## src/rtl/cross_bar_pkg.sv

```systemverilog
// Shared types and helpers for the round-robin request/ack crossbar.
// Master and slave numbers are 1-based; 0 means "none".
package cross_bar_pkg;

  localparam int MASTER_N = 4;
  localparam int SLAVE_N  = 4;
  localparam int ADDR_W   = 32;
  localparam int DATA_W   = 32;
  localparam int MAX_N    = 16;
  localparam int MASTER_W = $clog2(MAX_N + 1);
  localparam int SLAVE_W  = $clog2(MAX_N + 1);

  typedef logic [ADDR_W-1:0]   addr_t;
  typedef logic [DATA_W-1:0]   data_t;
  typedef logic [MASTER_W-1:0] master_num_t;
  typedef logic [SLAVE_W-1:0]  slave_num_t;

  typedef enum logic {
    ARB_IDLE,
    ARB_BUSY
  } arb_state_t;

  // First set candidate strictly after ptr, wrapping n -> 1.
  function automatic master_num_t rr_pick(
    input logic [MAX_N:1] cand,
    input master_num_t    ptr,
    input int             n
  );
    master_num_t pick;
    int          idx;
    pick = '0;
    for (int i = MAX_N; i >= 1; i--) begin
      if (i <= n) begin
        idx = ((int'(ptr) + i - 1) % n) + 1;
        if (cand[idx]) pick = master_num_t'(idx);
      end
    end
    return pick;
  endfunction

endpackage

```

## src/rtl/cross_bar_rr_arb.sv

```systemverilog
// Per-slave round-robin arbiter with a grant held until ack or req drop.
// Grant output is 0 whenever the slave is not actively serving anyone.
module cross_bar_rr_arb
  import cross_bar_pkg::*;
#(
  parameter int NUM_M = 4
) (
  input  logic        clk,
  input  logic        rst_n,
  input  logic [NUM_M:1] cand,
  input  logic [NUM_M:1] req,
  input  logic        slave_ack,
  output master_num_t grant,
  output logic        ack
);

  arb_state_t     state_q, state_d;
  master_num_t    grant_q, grant_d;
  master_num_t    ptr_q, ptr_d;
  logic [MAX_N:1] cand_ext;
  logic           req_g;

  always_ff @(posedge clk or negedge rst_n) begin
    if (!rst_n) begin
      state_q <= ARB_IDLE;
      grant_q <= '0;
      ptr_q   <= master_num_t'(NUM_M);
    end else begin
      state_q <= state_d;
      grant_q <= grant_d;
      ptr_q   <= ptr_d;
    end
  end

  always_comb begin
    cand_ext = '0;
    cand_ext[NUM_M:1] = cand;
    req_g = 1'b0;
    for (int i = 1; i <= NUM_M; i++) begin
      if (grant_q == master_num_t'(i)) req_g = req[i];
    end
  end

  always_comb begin
    state_d = state_q;
    grant_d = grant_q;
    ptr_d   = ptr_q;
    unique case (state_q)
      ARB_IDLE: begin
        if (|cand) begin
          grant_d = rr_pick(cand_ext, ptr_q, NUM_M);
          state_d = ARB_BUSY;
        end
      end
      ARB_BUSY: begin
        // A dropped req abandons the transfer without moving the pointer.
        if (!req_g) begin
          state_d = ARB_IDLE;
          grant_d = '0;
        end else if (slave_ack) begin
          state_d = ARB_IDLE;
          grant_d = '0;
          ptr_d   = grant_q;
        end
      end
    endcase
  end

  always_comb begin
    grant = '0;
    ack   = 1'b0;
    if (state_q == ARB_BUSY && req_g) begin
      grant = grant_q;
      ack   = slave_ack;
    end
  end

endmodule

```

## src/rtl/cross_bar_rr.sv

```systemverilog
// MASTER_N x SLAVE_N req/ack crossbar: address decode, per-slave
// round-robin arbiters, return muxes and an unmapped-address responder.
module cross_bar_rr #(
  parameter int MASTER_N = cross_bar_pkg::MASTER_N,
  parameter int SLAVE_N  = cross_bar_pkg::SLAVE_N,
  parameter int ADDR_W   = cross_bar_pkg::ADDR_W,
  parameter int DATA_W   = cross_bar_pkg::DATA_W,
  parameter int SEL_W    = (SLAVE_N > 1) ? $clog2(SLAVE_N) : 1
) (
  input  logic                          clk,
  input  logic                          aresetn,
  input  logic [MASTER_N:1]             master_req,
  input  logic [MASTER_N:1][ADDR_W-1:0] master_addr,
  input  logic [MASTER_N:1]             master_cmd,
  input  logic [MASTER_N:1][DATA_W-1:0] master_wdata,
  output logic [MASTER_N:1]             master_ack,
  output logic [MASTER_N:1][DATA_W-1:0] master_rdata,
  output logic [SLAVE_N:1]              slave_req,
  output logic [SLAVE_N:1][ADDR_W-1:0]  slave_addr,
  output logic [SLAVE_N:1]              slave_cmd,
  output logic [SLAVE_N:1][DATA_W-1:0]  slave_wdata,
  input  logic [SLAVE_N:1]              slave_ack,
  input  logic [SLAVE_N:1][DATA_W-1:0]  slave_rdata
);

  typedef cross_bar_pkg::slave_num_t  slave_num_t;
  typedef cross_bar_pkg::master_num_t master_num_t;

  slave_num_t  tgt [MASTER_N:1];
  logic [MASTER_N:1] mapped;
  logic [SLAVE_N:1][MASTER_N:1] cand;
  master_num_t arb_grant [SLAVE_N:1];
  logic [SLAVE_N:1]  arb_ack;
  logic [MASTER_N:1] err_q, err_d;
  logic [MASTER_N:1] err_ack;

  always_comb begin
    for (int m = 1; m <= MASTER_N; m++) begin
      tgt[m] = slave_num_t'(master_addr[m][ADDR_W-1 -: SEL_W])
             + slave_num_t'(1);
      mapped[m] = (tgt[m] <= slave_num_t'(SLAVE_N));
    end
  end

  always_comb begin
    for (int s = 1; s <= SLAVE_N; s++) begin
      for (int m = 1; m <= MASTER_N; m++) begin
        cand[s][m] = master_req[m] & mapped[m]
                   & (tgt[m] == slave_num_t'(s));
      end
    end
  end

  for (genvar s = 1; s <= SLAVE_N; s++) begin : g_arb
    cross_bar_rr_arb #(
      .NUM_M(MASTER_N)
    ) u_arb (
      .clk      (clk),
      .rst_n    (aresetn),
      .cand     (cand[s]),
      .req      (master_req),
      .slave_ack(slave_ack[s]),
      .grant    (arb_grant[s]),
      .ack      (arb_ack[s])
    );
  end

  // Flag toggles so a held unmapped req is acked every other cycle.
  always_comb begin
    for (int m = 1; m <= MASTER_N; m++) begin
      err_d[m]   = master_req[m] & ~mapped[m] & ~err_q[m];
      err_ack[m] = err_q[m] & master_req[m];
    end
  end

  always_ff @(posedge clk or negedge aresetn) begin
    if (!aresetn) begin
      err_q <= '0;
    end else begin
      err_q <= err_d;
    end
  end

  always_comb begin
    slave_req   = '0;
    slave_addr  = '0;
    slave_cmd   = '0;
    slave_wdata = '0;
    for (int s = 1; s <= SLAVE_N; s++) begin
      for (int m = 1; m <= MASTER_N; m++) begin
        if (arb_grant[s] == master_num_t'(m)) begin
          slave_req[s]   = 1'b1;
          slave_addr[s]  = master_addr[m];
          slave_cmd[s]   = master_cmd[m];
          slave_wdata[s] = master_wdata[m];
        end
      end
    end
  end

  always_comb begin
    master_ack   = err_ack;
    master_rdata = '0;
    for (int s = 1; s <= SLAVE_N; s++) begin
      for (int m = 1; m <= MASTER_N; m++) begin
        if (arb_ack[s] && arb_grant[s] == master_num_t'(m)) begin
          master_ack[m]   = 1'b1;
          master_rdata[m] = slave_rdata[s];
        end
      end
    end
  end

endmodule

```

## config.mk

```make
export PLATFORM = sky130hd
export DESIGN_NAME = cross_bar_rr
export DESIGN_NICKNAME = d
export VERILOG_FILES = /design/src/rtl/cross_bar_pkg.sv /design/src/rtl/cross_bar_rr_arb.sv /design/src/rtl/cross_bar_rr.sv
export SDC_FILE = /design/constraint.sdc
export NUM_CORES = 1
export LEC_CHECK = 0
export ABC_AREA = 1
export CAP_MARGIN = 25
export CORE_AREA = 2 2 306 308
export CTS_CLUSTER_DIAMETER = 120
export DETAILED_ROUTE_END_ITERATION = 6
export DIE_AREA = 0 0 308 310
export DONT_BUFFER_PORTS = 1
export SLEW_MARGIN = 20
export SYNTH_ARGS = -nofsm -noshare
export SYNTH_HDL_FRONTEND = slang
export SYNTH_SLANG_ARGS = --single-unit
export TNS_END_PERCENT = 100
```

## constraint.sdc

```tcl
create_clock -name clk -period 4.45 [get_ports clk]
set_input_delay 0.6675 -clock clk [delete_from_list [all_inputs] [get_ports clk]]
set_output_delay 0.6675 -clock clk [all_outputs]
set_load 0.05 [all_outputs]
```

# Word-level counts from Yosys, hierarchy flattened
# Cells that the tools add are included.
[totals]
mem_count = 0
output_inout_bits = 396
word_cells = 465
regBits = 48
ram_bits = 0
rom_bits = 0
inputBits = 398
latch_bits = 0
[op_classes]
n_bitwise = 60
shifts = 0
mul = 0
n_addsub = 52
n_reduce_logical = 48
magnitude_cmp = 20
muxes = 216
n_div = 0
n_eq_ne = 56
[op_table]
columns = ["operator", "count"]
rows = [
  ["32-bit two-way mux", 48],
  ["32-bit by 7-bit less-than comparator with 1-bit output (second input constant)", 16],
  ["32-bit by 2-bit subtractor with 32-bit output (second input constant)", 16],
  ["5-bit two-way mux", 32],
  ["1-bit two-way mux", 112],
  ["1-bit binary-select mux with 5-bit select", 16],
  ["5-bit by 2-bit == test with 1-bit output (second input constant)", 16],
  ["3-bit by 2-bit adder with 4-bit output (second input constant)", 16],
  ["5-bit by 2-bit adder with 6-bit output (second input constant)", 8],
  ["1-bit AND", 48],
  ["5-bit by 1-bit == test with 1-bit output (second input constant)", 8],
  ["5-bit by 3-bit == test with 1-bit output (second input constant)", 8],
  ["5-bit one-hot mux with 2 select lines", 4],
  ["2-bit OR reduction", 16],
  ["5-bit by 1-bit adder with 6-bit output (second input constant)", 4],
  ["5-bit by 3-bit adder with 6-bit output (second input constant)", 4],
  ["3-bit by 2-bit == test with 1-bit output (second input constant)", 8],
  ["1-bit logical AND", 20],
  ["4-bit OR reduction", 4],
  ["2-bit by 1-bit adder with 3-bit output (second input constant)", 4],
  ["3-bit by 1-bit == test with 1-bit output (second input constant)", 4],
  ["3-bit == test (second input constant)", 4],
  ["3-bit less-or-equal comparator (second input constant)", 4],
  ["3-bit inequality test (second input constant)", 4],
  ["5 further kinds", 28],
]

# Longest topological paths before layout
# Gate-level depths: netlist (run 1).
[logic_depth]
ltp_word = 14
mapped_depth = 19
depth_no_buf = 18

# Cells and area by module
# Synthesis (run 1) repeated with hierarchy kept, for this count alone.
[unflattened]
hier_cells = 3067
hier_area_um2 = 14869.3
[by_module_without_submodules]
columns = ["module", "n_inst", "cells_each", "area_each_um2", "seq_area_each_um2"]
rows = [
  ["cross_bar_rr", 1, 2563, 11691.2, 100.1],
  ["cross_bar_rr_arb", 4, 126, 794.5, 150.1],
]

# Worst setup path before layout (run 1)
# Ideal clock, no wire load.
[synth_path]
path_type = "input to output"
start = "input master_req[1] (netlist name)"
end = "output slave_addr[100] (netlist name)"
n_path_buf = 2
path_stages = 8
setup_slack_ns = 0.750
required_ns = 3.783
arrival_ns = 3.033
cell_sequence = "buf_2 -> o211ai_1 -> o221ai_2 -> nand2_4 -> inv_1 -> nand2_1 -> clkbuf_1 -> o21ai_0"
[synth_lines]
columns = ["item", "line", "text"]
rows = [
  ["start, declared", "cross_bar_rr.sv:12", "input logic [MASTER_N:1] master_req,"],
  ["end, declared", "cross_bar_rr.sv:19", "output logic [SLAVE_N:1][ADDR_W-1:0] slave_addr,"],
]

==> results of run 1 <==
## power groups by stage
stage	logic (mW)	clock network [mW]	registers (mW)
after floorplan	3.37	0	0.576
after global placement	4.68	0	0.660
after detailed placement	4.72	0	0.664
after CTS	4.74	0.441	0.657
after global routing	5.20	0.459	0.680
final	4.78	0.434	0.662
## cells by family after synthesis
logic type	Yosys count	synth area share
AOI/OAI and AO/OA	674	0.256
xor gates and xnor gates	11	0.00616
adders and majority gates	24	0.0192
buffers and inverters	599	0.157
DFF	40	0.0643
muxes	1	0.000640
other	1	0.000240
and+or+nand+nor	1905	0.497
## layer usage
metal / part of all wire / track usage / vias to the layer above
met2: 0.45 / 0.367 / 1917
met3: 0.14 / 0.0947 / 404
li1: - / - / 11100
met5: 0.00060 / 0 / -
met4: 0.076 / 0.146 / 10
met1: 0.34 / 0.244 / 11100
## state kept, by name, summed over array words and instances, names as in the netlist
register,flops
err_q,4
g_arb.u_arb.ptr_q,16
g_arb.u_arb.grant_q,16
g_arb.u_arb.state_q,4
## metrics by stage
stage | instances | hold WS [ns] | instance area (sq um) | setup WS (ns) | util
finish | 4704 | 0.0695 | 20900 | 0.443 | 0.226
global route | 4695 | 0.0594 | 20900 | 0.202 | 0.226
CTS | 4678 | 0.0616 | 20800 | 0.455 | 0.225
detailed placement | 4670 | 0.380 | 20700 | 0.529 | 0.223
global placement | 4670 | 0.380 | 20700 | 0.419 | 0.223
floorplan | 3258 | 0.372 | 15700 | 0.750 | -
## synth_stat cells (15+ instances only)
cell type                   instances
sky130_fd_sc_hd__a21oi_1          168
sky130_fd_sc_hd__buf_2            102
sky130_fd_sc_hd__clkbuf_1          90
sky130_fd_sc_hd__dfrtp_1           36
sky130_fd_sc_hd__ha_1              24
sky130_fd_sc_hd__inv_1            370
sky130_fd_sc_hd__inv_2             15
sky130_fd_sc_hd__nand2_1         1014
sky130_fd_sc_hd__nand3_1          232
sky130_fd_sc_hd__nand4_1           58
sky130_fd_sc_hd__nor2_1           547
sky130_fd_sc_hd__o2111ai_1        136
sky130_fd_sc_hd__o21ai_0          307
sky130_fd_sc_hd__o21ai_1           32
sky130_fd_sc_hd__or2_2             16
## area by class of cell
| cell class | instances | area, sq um | share of cell area |
|---|---|---|---|
| Multi-Input combinational cell | 2619 | 12500 | 0.598 |
| Timing Repair Buffer | 425 | 4210 | 0.201 |
| Tap cell | 1197 | 1500 | 0.0716 |
| Inverter | 389 | 1460 | 0.0698 |
| Sequential cell | 40 | 1010 | 0.0481 |
| Clock buffer | 5 | 125 | 0.00598 |
| Antenna cell | 26 | 65.1 | 0.00311 |
| Clock inverter | 3 | 46.3 | 0.00221 |
## path summary, 6_finish.rpt
check	startpoint	to	cells past startpoint
worst max-delay path	g_arb[2].u_arb.grant_q[1]	slave_wdata[54]	12
worst min-delay path	aresetn	g_arb[1].u_arb.grant_q[1]	0
worst max register to register	g_arb[4].u_arb.ptr_q[0]	g_arb[4].u_arb.grant_q[0]	16
worst min register to register	g_arb[2].u_arb.grant_q[1]	g_arb[2].u_arb.grant_q[1]	2
max in group asynchronous	aresetn	g_arb[3].u_arb.ptr_q[2]	0
min in group clk	slave_ack[1]	g_arb[1].u_arb.state_q	1
==> results.md, run 1 <==
Worst setup path:
- For the worst setup path, the data arrival time is 3.34 ns.
- For this run, the slowest stage of the critical path takes 0.44 ns.
- The category of cells accounting for the largest share of critical-path delay is compound AO/OA/AOI/OAI gates.
- Traced cell by cell, the critical path runs through inv_1 -> nor2_1 -> o211ai_1 -> o221ai_4 -> nand2_2 -> inv_2 -> nand2_4 -> buf_4 -> o21ai_0 -> a21oi_1 -> o21ai_1 -> buf_4.
- The data required time at the worst endpoint is 3.78 ns.
- The worst setup slack for register-to-register paths is 1.35 ns.
- Among the stages of the critical path, the cell type that occurs most often is sky130_fd_sc_hd__buf_4.
- The category of the worst setup path capture point is an output port.
- For this design, the slowest cell found on the critical path is sky130_fd_sc_hd__nand2_4.
- The startpoint kind of the worst setup timing path is a flop.
- The category of the most critical setup path is flop to output port.
- Of all nets on the critical path, the largest fanout is 30.
- The worst path buffer plus inverter count is 4.

Die:
- The width of the die is 308 microns.
- The starting density of the core is 0.169.
- Row generation in the floorplan step produced 112 rows.
- The count of pins on the block boundary is 794.
- The total die area is 0.0955 sq mm.
- The area inside the core boundary is 0.0925 sq mm.
- The die is 310 microns tall.

Synth:
- The number of enable-type register cells in the synthesized netlist is 0.
- After synthesis the netlist holds a flip-flop and latch count of 40.
- The post-synthesis instance total is 3255.
- Of the synthesized area, sequential elements account for 0.0643.
- The async set-reset flop share out of synthesis is 1.00.
- Yosys attributes the largest share of cell area to sky130_fd_sc_hd__nand2_1 24%, sky130_fd_sc_hd__nor2_1 13%, sky130_fd_sc_hd__o21ai_0 9.8%.
- The area share of the largest cell type after synthesis is 0.243.
- The average footprint of a synthesized cell is 4.81 sq um.
- The most instantiated flip-flop cell in the synthesis netlist is sky130_fd_sc_hd__dfrtp_1.
- Summed over all instances, the cell type with the most area after synthesis is sky130_fd_sc_hd__nand2_1.
- After synthesis, the netlist uses 42 different library cells.
- During synthesis, Yosys emitted a total of 0 warnings.
- The area of the mapped netlist is 0.0157 sq mm.

Layout:
- Of the cells placed in the final design, the portion with a size suffix greater than 1 is 0.155.
- The most frequent standard cell in the layout excluding fill and tap cells is sky130_fd_sc_hd__nand2_1.
- The fill cell total of the finished layout is 10.6k.
- In the final design database the tool counted 3902 nets.
- In the layout the commonest cells are 1006 x sky130_fd_sc_hd__nand2_1, 540 x sky130_fd_sc_hd__nor2_1, 368 x sky130_fd_sc_hd__inv_1, 340 x sky130_fd_sc_hd__buf_4, 232 x sky130_fd_sc_hd__nand3_1.
- The area overhead of the layout relative to synthesis is 33.6%.

CTS:
- The clock tree from TritonCTS is done.
- The clock tree synthesis step divided the H-tree into 2 levels.
- After clock tree synthesis, the clock-pin slew on the worst setup and hold paths is 0.07 ns.
- The longest clock path from root to sink contains 2 buffers.
- In this run the clock root is driven by a sky130_fd_sc_hd__clkbuf_16.
- Clock latency on the worst-skew pair, taken at its later pin, is 0.29 ns.
- Hold repair after CTS inserted 0 buffers.
- The number of gates resized after cts is 0.
- The total clock buffers created by CTS is 5.
- The number of setup buffers added after CTS is 0.
- The tree built by TritonCTS fans out to 40 sinks.

Detailed routing:
- Using the TritonRoute via totals, the vias-per-cell ratio works out to 5.20.
- The residual antenna-violating net count after detailed routing is 0.
- Summed over all layers, the routed wires come to 116000 microns.
- In the routed design, unresolved DRC markers number 14.
- The routed layout has 24.5k vias.
- The average detailed-routed wire length per instance is 24.7 microns.
- The first routing iteration left 3127 violations.
- For this run, the detailed router's first-pass iteration total came to 7.

GRT:
- Entering global routing, the biggest net connects 96 pins.
- For this run, the total global-route usage over all layers was measured as 0.227.
- The number of antenna violations at the first check in global routing is 18.
- The first global-routing pass estimated 159000 microns of wire.
- The via count of the first global-routing pass is 21.5k.
- The overall overflow remaining after global route is 0.

Power:
- Dividing total power by cell area gives a power density of 281 mW/mm^2.
- Of the total power, registers draw 0.113.
- Power comes to 5.88 mW.
- The share of total power dissipated in the clock network is 0.074.
- The switching power is 3.74 mW.
- The internal cell power is 2.14 mW.
- The combinational share of power is 0.814.
- The switching power as a share of total power is 0.636.
- The largest vdd supply drop is 0.269 mV.
- Summed over all cells, the static leakage comes to 10.3 nW.

Timing:
- The final number of max-transition violations is 0.
- The actual slew at the worst max-slew pin is 1.13 ns.
- The max-slew headroom at the worst pin is 0.244.
- Setup repair after global routing left no endpoint under its margin.
- Setup violations remaining at the end of the flow were counted as 0.
- The highest attainable clock frequency is 0.250 GHz.
- Of the available clock period, the critical path in the final layout requires 0.900.
- After routing, the total negative slack on setup checks comes to 0 ns.
- The number of failing hold endpoints at the final stage was 0.
- Between clock sinks in the finished design, the worst skew comes to 0.00492 ns.
- For the finished layout, the period the worst path requires is 4.01 ns.

Hold path:
- The class of the most critical hold timing path is input port to asynchronous set/reset pin.

Placement:
- The half-perimeter wire length of the detailed placement result is 89800 microns.
- During placement, the flow inserted port buffers numbering 0.
- The routability congestion estimate from global placement is 1.01.

Status:
- The run finished, with violations left.
- The checks that failed: DRC.

Job:
- The tool flagged a number of max-cap violations equal to 0.
(Power assumes the default switching activity.)
==> run 2, diff against run 1 <==
Settings changed: CORE_AREA 2 2 306 308 to 8 8 303 305, DIE_AREA 0 0 308 310 to 0 0 311 313.
==> results.md, run 2 (synthesis gave the netlist of run 1 again) <==
Status:
- The run finished with clean final reports.

Layout:
- The largest registers in the layout are g_arb.u_arb.grant_q (16), g_arb.u_arb.ptr_q (16).
- Leaving out fill and tap cells, the most frequent cell in the layout is sky130_fd_sc_hd__nand2_1.
- Relative to the synthesized area, the layout overhead comes to 29.6%.
- Once layout is complete, the cells apart from fillers number 4650.
- Measured on the finished design, the core utilization comes to 0.232.
- The final net count is 3890.
- In the final layout, the share of cells above drive strength 1 is 0.151.
- The library cells used most frequently in the layout, excluding fill and tap cells, are 1006 x sky130_fd_sc_hd__nand2_1, 540 x sky130_fd_sc_hd__nor2_1, 368 x sky130_fd_sc_hd__inv_1, 364 x sky130_fd_sc_hd__buf_4, 232 x sky130_fd_sc_hd__nand3_1.

Die:
- In this run the standard cell core region covers 0.0873 sq mm.
- The number of cell rows is 109.
- The total die area is 0.0973 sq mm.
- The die is 311 microns wide.
- The die is 313 microns tall.
- The starting density of the core is 0.179.
- The count of pins on the block boundary is 794.

Worst setup path:
- The setup check on the worst reg-to-reg path leaves a slack of 1.38 ns.
- The worst setup path is of the flop to output port kind.
- The category of cells accounting for the largest share of critical-path delay is buffers and inverters.
- The endpoint identified for the worst register-to-register timing path is g_arb[2].u_arb.grant_q[2].
- The startpoint kind of the worst setup timing path is a flop.
- The end of the critical path is slave_addr[14].
- The worst register-to-register path begins at g_arb[2].u_arb.ptr_q[0].
- The delay of the slowest cell on the worst path is 0.46 ns.
- The cell depth of the worst setup path is 11.
- In this run the worst setup path begins at g_arb[1].u_arb.grant_q[2].
- The data required time at the worst endpoint is 3.78 ns.
- The worst reg-to-reg path cell count is 16.
- The number of buffers and inverters on the critical path is 4.
- The critical path goes through inv_2 -> nand3_2 -> o221ai_2 -> nand2_1 -> inv_2 -> nand2_4 -> buf_4 -> o21ai_1 -> a21oi_1 -> o21ai_1 -> buf_4.
- The critical path data arrival time is 3.32 ns.
- The category of the worst setup path capture point is an output port.
- The largest individual stage delay along the critical path comes from the cell sky130_fd_sc_hd__dfrtp_1.
- The highest net fanout along the worst path is 20.

Detailed routing:
- The detailed-routed wire length on met3 is 15500 microns.
- The DRC violations left is 0.
- Using the TritonRoute via totals, the vias-per-cell ratio works out to 5.26.
- The total length of routed met2 wires is 52500 microns.
- Dividing the detail-routed wire length by the instance count gives 24.3 microns.
- Once detail routing completed, the nets flagged for antenna violations numbered 0.
- The total detailed-routing wirelength is 113000 microns.
- The first detailed-routing pass ran for 7 iterations.
- The routed layout has 24.5k vias.
- In this run the top signal layer used is met5.
- The detailed router finished its first iteration with 3493 violations.
- The post-route met1 wirelength is 38000 microns.

Power:
- The total power per unit cell area is 285 mW/mm^2.
- The combinational share of power is 0.809.
- The internal cell power is 2.07 mW.
- The overall power consumption is 5.78 mW.
- The share of total power in sequential cells is 0.115.
- The switching power is 3.71 mW.
- Summed over all cells, the static leakage comes to 10.1 nW.
- Of the total power, the share spent switching nets is 0.642.
- The largest vdd supply drop is 0.175 mV.
- Of the total power, the clock network draws 0.076.

Placement:
- The routability congestion estimate from global placement is 1.03.
- The number of placed instances, taps included, is 4626.
- The number of input and output port buffers inserted is 0.
- The half-perimeter wire length of the detailed placement result is 89800 microns.
- The pre-CTS worst setup slack is 0.806 ns.

CTS:
- The clock latency reported for the late side of the worst-skew pair is 0.29 ns.
- Clock tree synthesis selected as its root buffer the cell sky130_fd_sc_hd__clkbuf_16.
- The hold-fix buffer count after cts is 0.
- The number of setup buffers added after CTS is 0.
- The maximum root-to-sink buffer count is 2.
- TritonCTS created 5 clock buffers.
- The count of clock tree sinks is 40.
- The H-tree level count is 2.
- Post-CTS repair changed the size of 0 cells.
- After clock tree synthesis, the clock-pin slew on the worst setup and hold paths is 0.07 ns.
- TritonCTS built the clock tree.

Timing:
- Summed over all failing endpoints, the final setup total negative slack is 0 ns.
- The final number of max-transition violations is 0.
- Clock skew on the completed layout was measured at 0.00388 ns.
- The final period utilization is 0.895.
- Setup repair after global routing left no endpoint under its margin.
- The number of failing hold endpoints at the final stage is 0.
- Timing would allow up to 0.251 GHz.
- The worst path meets setup with 0.467 ns of slack.
- Setup violations remaining at the end of the flow were counted as 0.
- In this run the tightest slew margin relative to its limit is 0.402.
- At the pin with the least slew margin, the transition time is 0.899 ns.
- The post-layout minimum cycle time is 3.98 ns.

GRT:
- For this run, the total global-route usage over all layers was measured as 0.215.
- Entering global routing, the biggest net connects 96 pins.
- The first global-routing pass estimated 161000 microns of wire.
- The overall overflow remaining after global route is 0.
- The via count of the first global-routing pass came to 22.4k.
- The number of antenna violations at the first check in global routing is 16.

Hold path:
- The min-delay analysis places its worst path in the category input port to asynchronous set/reset pin.

Job:
- The count of max-cap constraint violations is 0.
==> run 2: cell types whose count changed in the layout (fill, tap and decap cells not counted), sizes merged <==
cell   before  now
buf       425  413
diode      26   16
==> run 2: metrics by stage <==
stage,cell area [sq um],hold WS (ns)
finish,20300,0.0695
global route,20300,0.0609
CTS,20200,0.0696
detailed placement,20100,0.381
global placement,20100,0.380
floorplan,15700,0.372
==> run 2: power groups by stage <==
stage	clock network [mW]	logic [mW]	registers [mW]
2_1_floorplan	0	3.37	0.576
3_3_place_gp	0	4.58	0.660
3_5_place_dp	0	4.62	0.666
4_1_cts	0.445	4.63	0.658
5_1_grt	0.460	5.07	0.685
6_report	0.440	4.67	0.663
==> run 2: cell type report <==
class | count | area (sq um)
fill | 9992 | 67000
antenna | 16 | 40.0
sequential | 40 | 1010
inverter | 389 | 1460
multi-input combinational | 2619 | 12500
clock buffer | 5 | 125
clock inverter | 3 | 46.3
tap | 1165 | 1460
timing repair buffer | 413 | 3690
==> run 2: worst min path at each step <==
| stage | startpoint | cells after the start | slack (ns) | end |
|---|---|---|---|---|
| 6_report | aresetn | 0 | 0.07 | g_arb[1].u_arb.ptr_q[3] |
| 3_5_place_dp | aresetn | 0 | 0.38 | err_q[4] |
| 3_3_place_gp | aresetn | 0 | 0.38 | err_q[2] |
| 2_1_floorplan | aresetn | 0 | 0.37 | err_q[1] |
| 4_1_cts | aresetn | 0 | 0.07 | err_q[4] |
| 5_1_grt | aresetn | 0 | 0.06 | g_arb[1].u_arb.ptr_q[3] |
==> run 2: layer usage <==
metal	vias to the layer above	GRT usage
met5	-	0
met4	8	0.106
met3	414	0.0826
met2	2066	0.365
met1	10900	0.234
li1	11000	-
==> run 2: worst reg2reg max path: cells and delay by family (launching register included) <==
kind            cells  cell delay [ns]
flops               1             0.66
buf+inv             4             0.71
fa+ha+maj           1             0.50
simple gates       10             0.88
compound gates      1             0.22
